**src/rtl/vga_timing_gen_v2.sv**
```systemverilog
// Programmable video timing generator: per-axis porch/sync/active widths, runtime
// pixel-clock divider, enable gate, frame counter and sticky line/vblank interrupts.
module vga_timing_gen_v2 #(
  parameter int unsigned H_ACTIVE = 640,
  parameter int unsigned H_FP     = 16,
  parameter int unsigned H_SYNC   = 96,
  parameter int unsigned H_BP     = 48,
  parameter int unsigned V_ACTIVE = 480,
  parameter int unsigned V_FP     = 10,
  parameter int unsigned V_SYNC   = 2,
  parameter int unsigned V_BP     = 33,
  parameter int unsigned CNT_W    = 10,
  parameter int unsigned DIV_W    = 4,
  parameter int unsigned FRAME_W  = 16
) (
  input  logic               clk_i,
  input  logic               reset_i,
  input  logic               enable_i,
  input  logic               hpol_i,
  input  logic               vpol_i,
  input  logic [DIV_W-1:0]   pix_div_i,
  input  logic [CNT_W-1:0]   line_match_i,
  input  logic               irq_line_clr_i,
  input  logic               irq_vblank_clr_i,
  output logic               hsync_o,
  output logic               vsync_o,
  output logic               visible_o,
  output logic [CNT_W-1:0]   pix_x_o,
  output logic [CNT_W-1:0]   pix_y_o,
  output logic               pix_stb_o,
  output logic               frame_start_o,
  output logic [FRAME_W-1:0] frame_count_o,
  output logic               irq_line_o,
  output logic               irq_vblank_o
);

  localparam int unsigned H_TOTAL = H_ACTIVE + H_FP + H_SYNC + H_BP;
  localparam int unsigned V_TOTAL = V_ACTIVE + V_FP + V_SYNC + V_BP;

  localparam logic [CNT_W-1:0] H_LAST   = CNT_W'(H_TOTAL - 1);
  localparam logic [CNT_W-1:0] V_LAST   = CNT_W'(V_TOTAL - 1);
  localparam logic [CNT_W-1:0] H_VIS    = CNT_W'(H_ACTIVE);
  localparam logic [CNT_W-1:0] V_VIS    = CNT_W'(V_ACTIVE);
  localparam logic [CNT_W-1:0] HS_FIRST = CNT_W'(H_ACTIVE + H_FP);
  localparam logic [CNT_W-1:0] HS_LAST  = CNT_W'(H_ACTIVE + H_FP + H_SYNC - 1);
  localparam logic [CNT_W-1:0] VS_FIRST = CNT_W'(V_ACTIVE + V_FP);
  localparam logic [CNT_W-1:0] VS_LAST  = CNT_W'(V_ACTIVE + V_FP + V_SYNC - 1);

  logic [DIV_W-1:0]   presc_q, presc_d;
  logic [CNT_W-1:0]   x_q, x_d, y_q, y_d;
  logic               vis_q, vis_d;
  logic               hs_q, hs_d, vs_q, vs_d;
  logic               fs_q, fs_d;
  logic [FRAME_W-1:0] fcnt_q, fcnt_d;
  logic               irq_line_q, irq_line_d, irq_vb_q, irq_vb_d;
  logic               line_hit_q, line_hit_d, vb_hit_q, vb_hit_d;

  logic               stb_c;
  logic [CNT_W-1:0]   nx_c, ny_c;

  // Pixel ends this clk; a prescaler already past a lowered divider ends it at once
  assign stb_c = enable_i & ~reset_i & (presc_q >= pix_div_i);

  // Position the raster moves to when the current pixel ends
  always_comb begin
    nx_c = x_q + CNT_W'(1);
    ny_c = y_q;
    if (x_q == H_LAST) begin
      nx_c = '0;
      ny_c = (y_q == V_LAST) ? '0 : y_q + CNT_W'(1);
    end
  end

  // Next-state: prescaler, counters, registered decodes, events and sticky irqs
  always_comb begin
    presc_d    = presc_q;
    x_d        = x_q;
    y_d        = y_q;
    vis_d      = vis_q;
    hs_d       = hs_q;
    vs_d       = vs_q;
    fs_d       = 1'b0;
    fcnt_d     = fcnt_q;
    line_hit_d = 1'b0;
    vb_hit_d   = 1'b0;
    // A clear in the very cycle an irq fires loses to that set
    irq_line_d = irq_line_q & (~irq_line_clr_i | line_hit_q);
    irq_vb_d   = irq_vb_q & (~irq_vblank_clr_i | vb_hit_q);

    if (!enable_i) begin
      presc_d = '0;
      x_d     = '0;
      y_d     = '0;
      vis_d   = 1'b0;
      hs_d    = 1'b0;
      vs_d    = 1'b0;
    end else if (stb_c) begin
      presc_d = '0;
      x_d     = nx_c;
      y_d     = ny_c;
      vis_d   = (nx_c < H_VIS) && (ny_c < V_VIS);
      hs_d    = (nx_c >= HS_FIRST) && (nx_c <= HS_LAST);
      vs_d    = (ny_c >= VS_FIRST) && (ny_c <= VS_LAST);
      if (nx_c == '0) begin
        if (ny_c == '0) begin
          fs_d   = 1'b1;
          fcnt_d = fcnt_q + FRAME_W'(1);
        end
        if (ny_c == line_match_i) begin
          line_hit_d = 1'b1;
          irq_line_d = 1'b1;
        end
        if (ny_c == V_VIS) begin
          vb_hit_d = 1'b1;
          irq_vb_d = 1'b1;
        end
      end
    end else begin
      presc_d = presc_q + DIV_W'(1);
    end
  end

  // State register with synchronous reset
  always_ff @(posedge clk_i) begin
    if (reset_i) begin
      presc_q    <= '0;
      x_q        <= '0;
      y_q        <= '0;
      vis_q      <= 1'b0;
      hs_q       <= 1'b0;
      vs_q       <= 1'b0;
      fs_q       <= 1'b0;
      fcnt_q     <= '0;
      irq_line_q <= 1'b0;
      irq_vb_q   <= 1'b0;
      line_hit_q <= 1'b0;
      vb_hit_q   <= 1'b0;
    end else begin
      presc_q    <= presc_d;
      x_q        <= x_d;
      y_q        <= y_d;
      vis_q      <= vis_d;
      hs_q       <= hs_d;
      vs_q       <= vs_d;
      fs_q       <= fs_d;
      fcnt_q     <= fcnt_d;
      irq_line_q <= irq_line_d;
      irq_vb_q   <= irq_vb_d;
      line_hit_q <= line_hit_d;
      vb_hit_q   <= vb_hit_d;
    end
  end

  assign hsync_o       = ~(hs_q ^ hpol_i);
  assign vsync_o       = ~(vs_q ^ vpol_i);
  assign visible_o     = vis_q;
  assign pix_x_o       = x_q;
  assign pix_y_o       = y_q;
  assign pix_stb_o     = stb_c;
  assign frame_start_o = fs_q;
  assign frame_count_o = fcnt_q;
  assign irq_line_o    = irq_line_q;
  assign irq_vblank_o  = irq_vb_q;

endmodule

```
**config.mk**
```make
export PLATFORM = sky130hd
export DESIGN_NAME = vga_timing_gen_v2
export DESIGN_NICKNAME = d
export VERILOG_FILES = /design/src/rtl/vga_timing_gen_v2.sv
export SDC_FILE = /design/constraint.sdc
export NUM_CORES = 1
export LEC_CHECK = 0
export BUFFER_PORTS_ARGS = -buffer_cell sky130_fd_sc_hd__buf_4
export CAP_MARGIN = 20
export CORE_MARGIN = 1
export CORE_UTILIZATION = 50
export CTS_CLUSTER_SIZE = 10
export DETAILED_ROUTE_END_ITERATION = 12
export PLACE_DENSITY = 0.76
export SYNTH_ARGS = -nofsm -noshare
export SYNTH_HDL_FRONTEND = slang
export SYNTH_SLANG_ARGS = --single-unit
```
**constraint.sdc**
```tcl
create_clock -name clk_i -period 3.2 [get_ports clk_i]
set_input_delay 0.8 -clock clk_i [delete_from_list [all_inputs] [get_ports clk_i]]
set_output_delay 0.8 -clock clk_i [all_outputs]
set_load 0.01 [all_outputs]
```
==> summary.txt <==
Residual DRC - 0
# Max-Cap Violations - 0
CTS sink count - 48
DP HPWL - 6240 um
Fmax - 314 MHz
CP max-delay cell - or4_1
Hold-critical path depth - 1
Max Slew Vio Count - 0
Drt first pass iters - 4
Leak - 1.54 nW
Clock share of power - 0.396
WP data required - 3.45 ns
FP Rows - 28
Status - finished clean
Syn Nets - 455
Vias after detailed routing - 3408
CTS root buffer - clkbuf_8
Crit path max fanout - 10
Maximum VDD drop - 0.000220 V
Post-synth EDFFs - 0
Final Hold Vio Count - 0
N_diodes - 0
Post-synthesis xor/xnor area fraction - 0.0837
Mux cell area share after synthesis - 0.0100
Reg clk slew, reported paths - 0.09 ns
Final wirelength - 8590 um
CTS Buf Count - 5
CP max stage delay - 0.69 ns
Fillers - 548
Full die area - 6810 um^2
Worst r2r src - pix_y_o[0]
Worst Skew - 0.00526 ns
Die Width - 82.6 um
Crit-path leading delay family - simple AND/OR/NAND/NOR gates
Synthesized-area fraction occupied by adder cells - 0.0424
Bufs on Longest Clock Path - 2
Utilization after layout - 0.665
Compound-gate portion of the synthesized area - 0.184
R2R Path End - frame_count_o[3]
Setup TNS - 0 ns
Antenna violations before repair - 0
Final non-filler cell total - 569
Ratio of final minimum period to clock period - 0.995
Main combinational cell family by area after synthesis - simple AND/OR/NAND/NOR gates
Hold worst-path end - presc_q[0]
# setup viols final - 0
Worst slew pin tran - 0.547 ns
Fin nets - 525
Gr ovfl total - 0
Die span in y - 82.6 um
Register area - 962 um^2
CTS tree - done
Setup CP Type - reg2reg
Sw Pwr - 274 uW
First-pass GRT wire length - 13900 um
Iteration-0 DRC Markers - 178
Core area - 6100 um^2
Crit path buffers/inverters - 1
Seq pwr share - 0.523
Vias in the first global route - 3063
DR WL/cell - 15.1 um
Ys async rst share - 0
P&R area growth vs syn - 24.9%
Setup WS post-layout - 0.0173 ns
Final Power - 1.16 mW
Worst hold-check path type - reg2reg
CTS H-tree depth - 2
Startpoint types - register
CP arrival - 3.43 ns
Final min period - 3.18 ns
Slew margin rel. - 0.636
Hold Path Origin - presc_q[0]
Pin count of the biggest net entering global routing - 32
Average cell area after synthesis - 7.67 um^2
Sw Ratio - 0.238
R2r worst-path depth - 9
Post-placement cell count - 558
Crit path cell chain - inv_1 -> ha_1 -> nor4bb_1 -> and4bb_2 -> o221ai_2 -> a21o_1 -> or4_1 -> or4_1 -> a21oi_1
Dpl ws - 0.211 ns
Setup crit end kind - register
Global Route Usage Sum - 0.263
Comb power frac - 0.081
RePlAce Congestion - 0.927
Worst-Skew Late Latency - 0.31 ns
Yosys warnings - 0
# port buffers - 63
Seq/Total Area, Yosys - 0.296
Vias per cell - 5.99
Synth Flop Type - dfxtp_1
Initial Utilization - 0.532
Pwr/cell area - 285 nW/um^2
Share of layout cells above drive strength 1 - 0.237
Worst Setup SP - pix_y_o[0]
Pint - 881 uW
Post-synthesis cell count - 423
CP most frequent cell - or4_1
Distinct cells, synth - 59
Post-Synth Simple-Gate Area - 0.325
Io pins - 64
Synth Cell Area - 3240 um^2
R2R setup slack - 0.02 ns
Final ANT Viol Nets - 0
Multi-input gate area - 2110 um^2
Yosys reg bits - 48
[worst max-delay path by stage]
stage	endpoint	slack (ns)	cells past startpoint
floorplan	frame_count_o[10]	0.12	11
global placement	frame_count_o[3]	0.25	10
detailed placement	frame_count_o[10]	0.21	10
CTS	frame_count_o[3]	0.20	8
global route	frame_count_o[10]	-0.14	9
finish	frame_count_o[3]	0.02	9
[flip-flops by register name (all words and copies together) (netlist names)]
| name | cells |
|---|---|
| frame_count_o | 16 |
| frame_start_o | 1 |
| hs_q | 1 |
| irq_line_o | 1 |
| irq_vblank_o | 1 |
| line_hit_q | 1 |
| pix_x_o | 10 |
| pix_y_o | 10 |
| presc_q | 4 |
| vb_hit_q | 1 |
| visible_o | 1 |
| vs_q | 1 |
[metal layers]
| metal | vias to the layer above | global-route usage | part of all wire |
|---|---|---|---|
| met5 | - | 0 | 0 |
| met4 | 0 | 0.116 | 0.022 |
| met3 | 18 | 0.0429 | 0.063 |
| met2 | 126 | 0.434 | 0.47 |
| met1 | 1578 | 0.338 | 0.45 |
| li1 | 1686 | - | - |
[power by group through the flow]
| stage | logic, mW | registers [mW] | clock network, mW |
|---|---|---|---|
| 6_report | 0.0933 | 0.605 | 0.458 |
| 3_3_place_gp | 0.0908 | 0.618 | 0 |
| 5_1_grt | 0.103 | 0.605 | 0.493 |
| 4_1_cts | 0.0930 | 0.604 | 0.465 |
| 2_1_floorplan | 0.0465 | 0.618 | 0 |
| 3_5_place_dp | 0.0928 | 0.618 | 0 |
[cell type report]
type,instances,share of cell area
repair buffers,96,0.178
multi-input cells,328,0.520
well taps,75,0.0232
inverters,14,0.0130
flip-flops and latches,48,0.237
clock inverters,3,0.0117
clock buffers,5,0.0170
[cell usage after synthesis, types with 13 or more instances]
| master | count | share of area |
|---|---|---|
| a21oi_1 | 28 | 0.043 |
| clkbuf_1 | 27 | 0.031 |
| dfxtp_1 | 48 | 0.30 |
| inv_1 | 14 | 0.016 |
| nand2_1 | 36 | 0.042 |
| nand3_1 | 23 | 0.035 |
| nand4_1 | 15 | 0.029 |
| nor2_1 | 49 | 0.057 |
| o21ai_0 | 13 | 0.020 |
| o31ai_1 | 14 | 0.032 |
| or4_1 | 14 | 0.032 |
| xnor2_1 | 20 | 0.054 |
[through the flow]
stage | instance area [um^2] | hold WS, ns
global route | 4050 | 0.490
detailed placement | 3900 | 0.458
finish | 4050 | 0.476
CTS | 4020 | 0.478
floorplan | 3240 | 0.430
global placement | 3900 | 0.451
[worst register-to-register path, stage by stage, from the launching register on]
cell and delay [ns]:
dfxtp_1 0.32, inv_1 0.10, ha_1 0.16, nor4bb_1 0.47
and4bb_2 0.39, o221ai_2 0.13, a21o_1 0.21, or4_1 0.69
or4_1 0.52, a21oi_1 0.14
[what timing repair did]
item	CTS	global route
endpoints found under the setup margin	0	11
gates resized for setup	0	3
buffers inserted	0	3
hold buffers	0	0
[kinds of logic (layout without fill, tap and decap cells)]
logic type	count (synthesis)	after routing
AOI/OAI and AO/OA	90	90
xor gates and xnor gates	31	31
adders and majority gates	11	11
buffers and inverters	47	118
DFF	48	48
muxes	3	3
and+or+nand+nor	193	193
[cells in the final DEF, fill, tap and decap left out, drive strengths merged, types with 3 or more instances in the layout]
cell type  synthesis  layout
buf                6      96
nor2              49      49
dfxtp             48      48
nand2             36      36
a21oi             28      28
nand3             23      23
xnor2             20      20
nand4             15      15
or4               15      15
inv               14      14
o31ai             14      14
o21ai             14      14
nor3              12      12
xor2              11      11
ha                11      11
and3               8       8
nor2b              6       6
nor4               6       6
o21a               5       5
a211oi             5       5
clkbuf            27       5
nand2b             4       4
a21o               3       3
and4               3       3
a31oi              3       3
or3                3       3
Note: power is estimated with default switching activity, not from simulation.
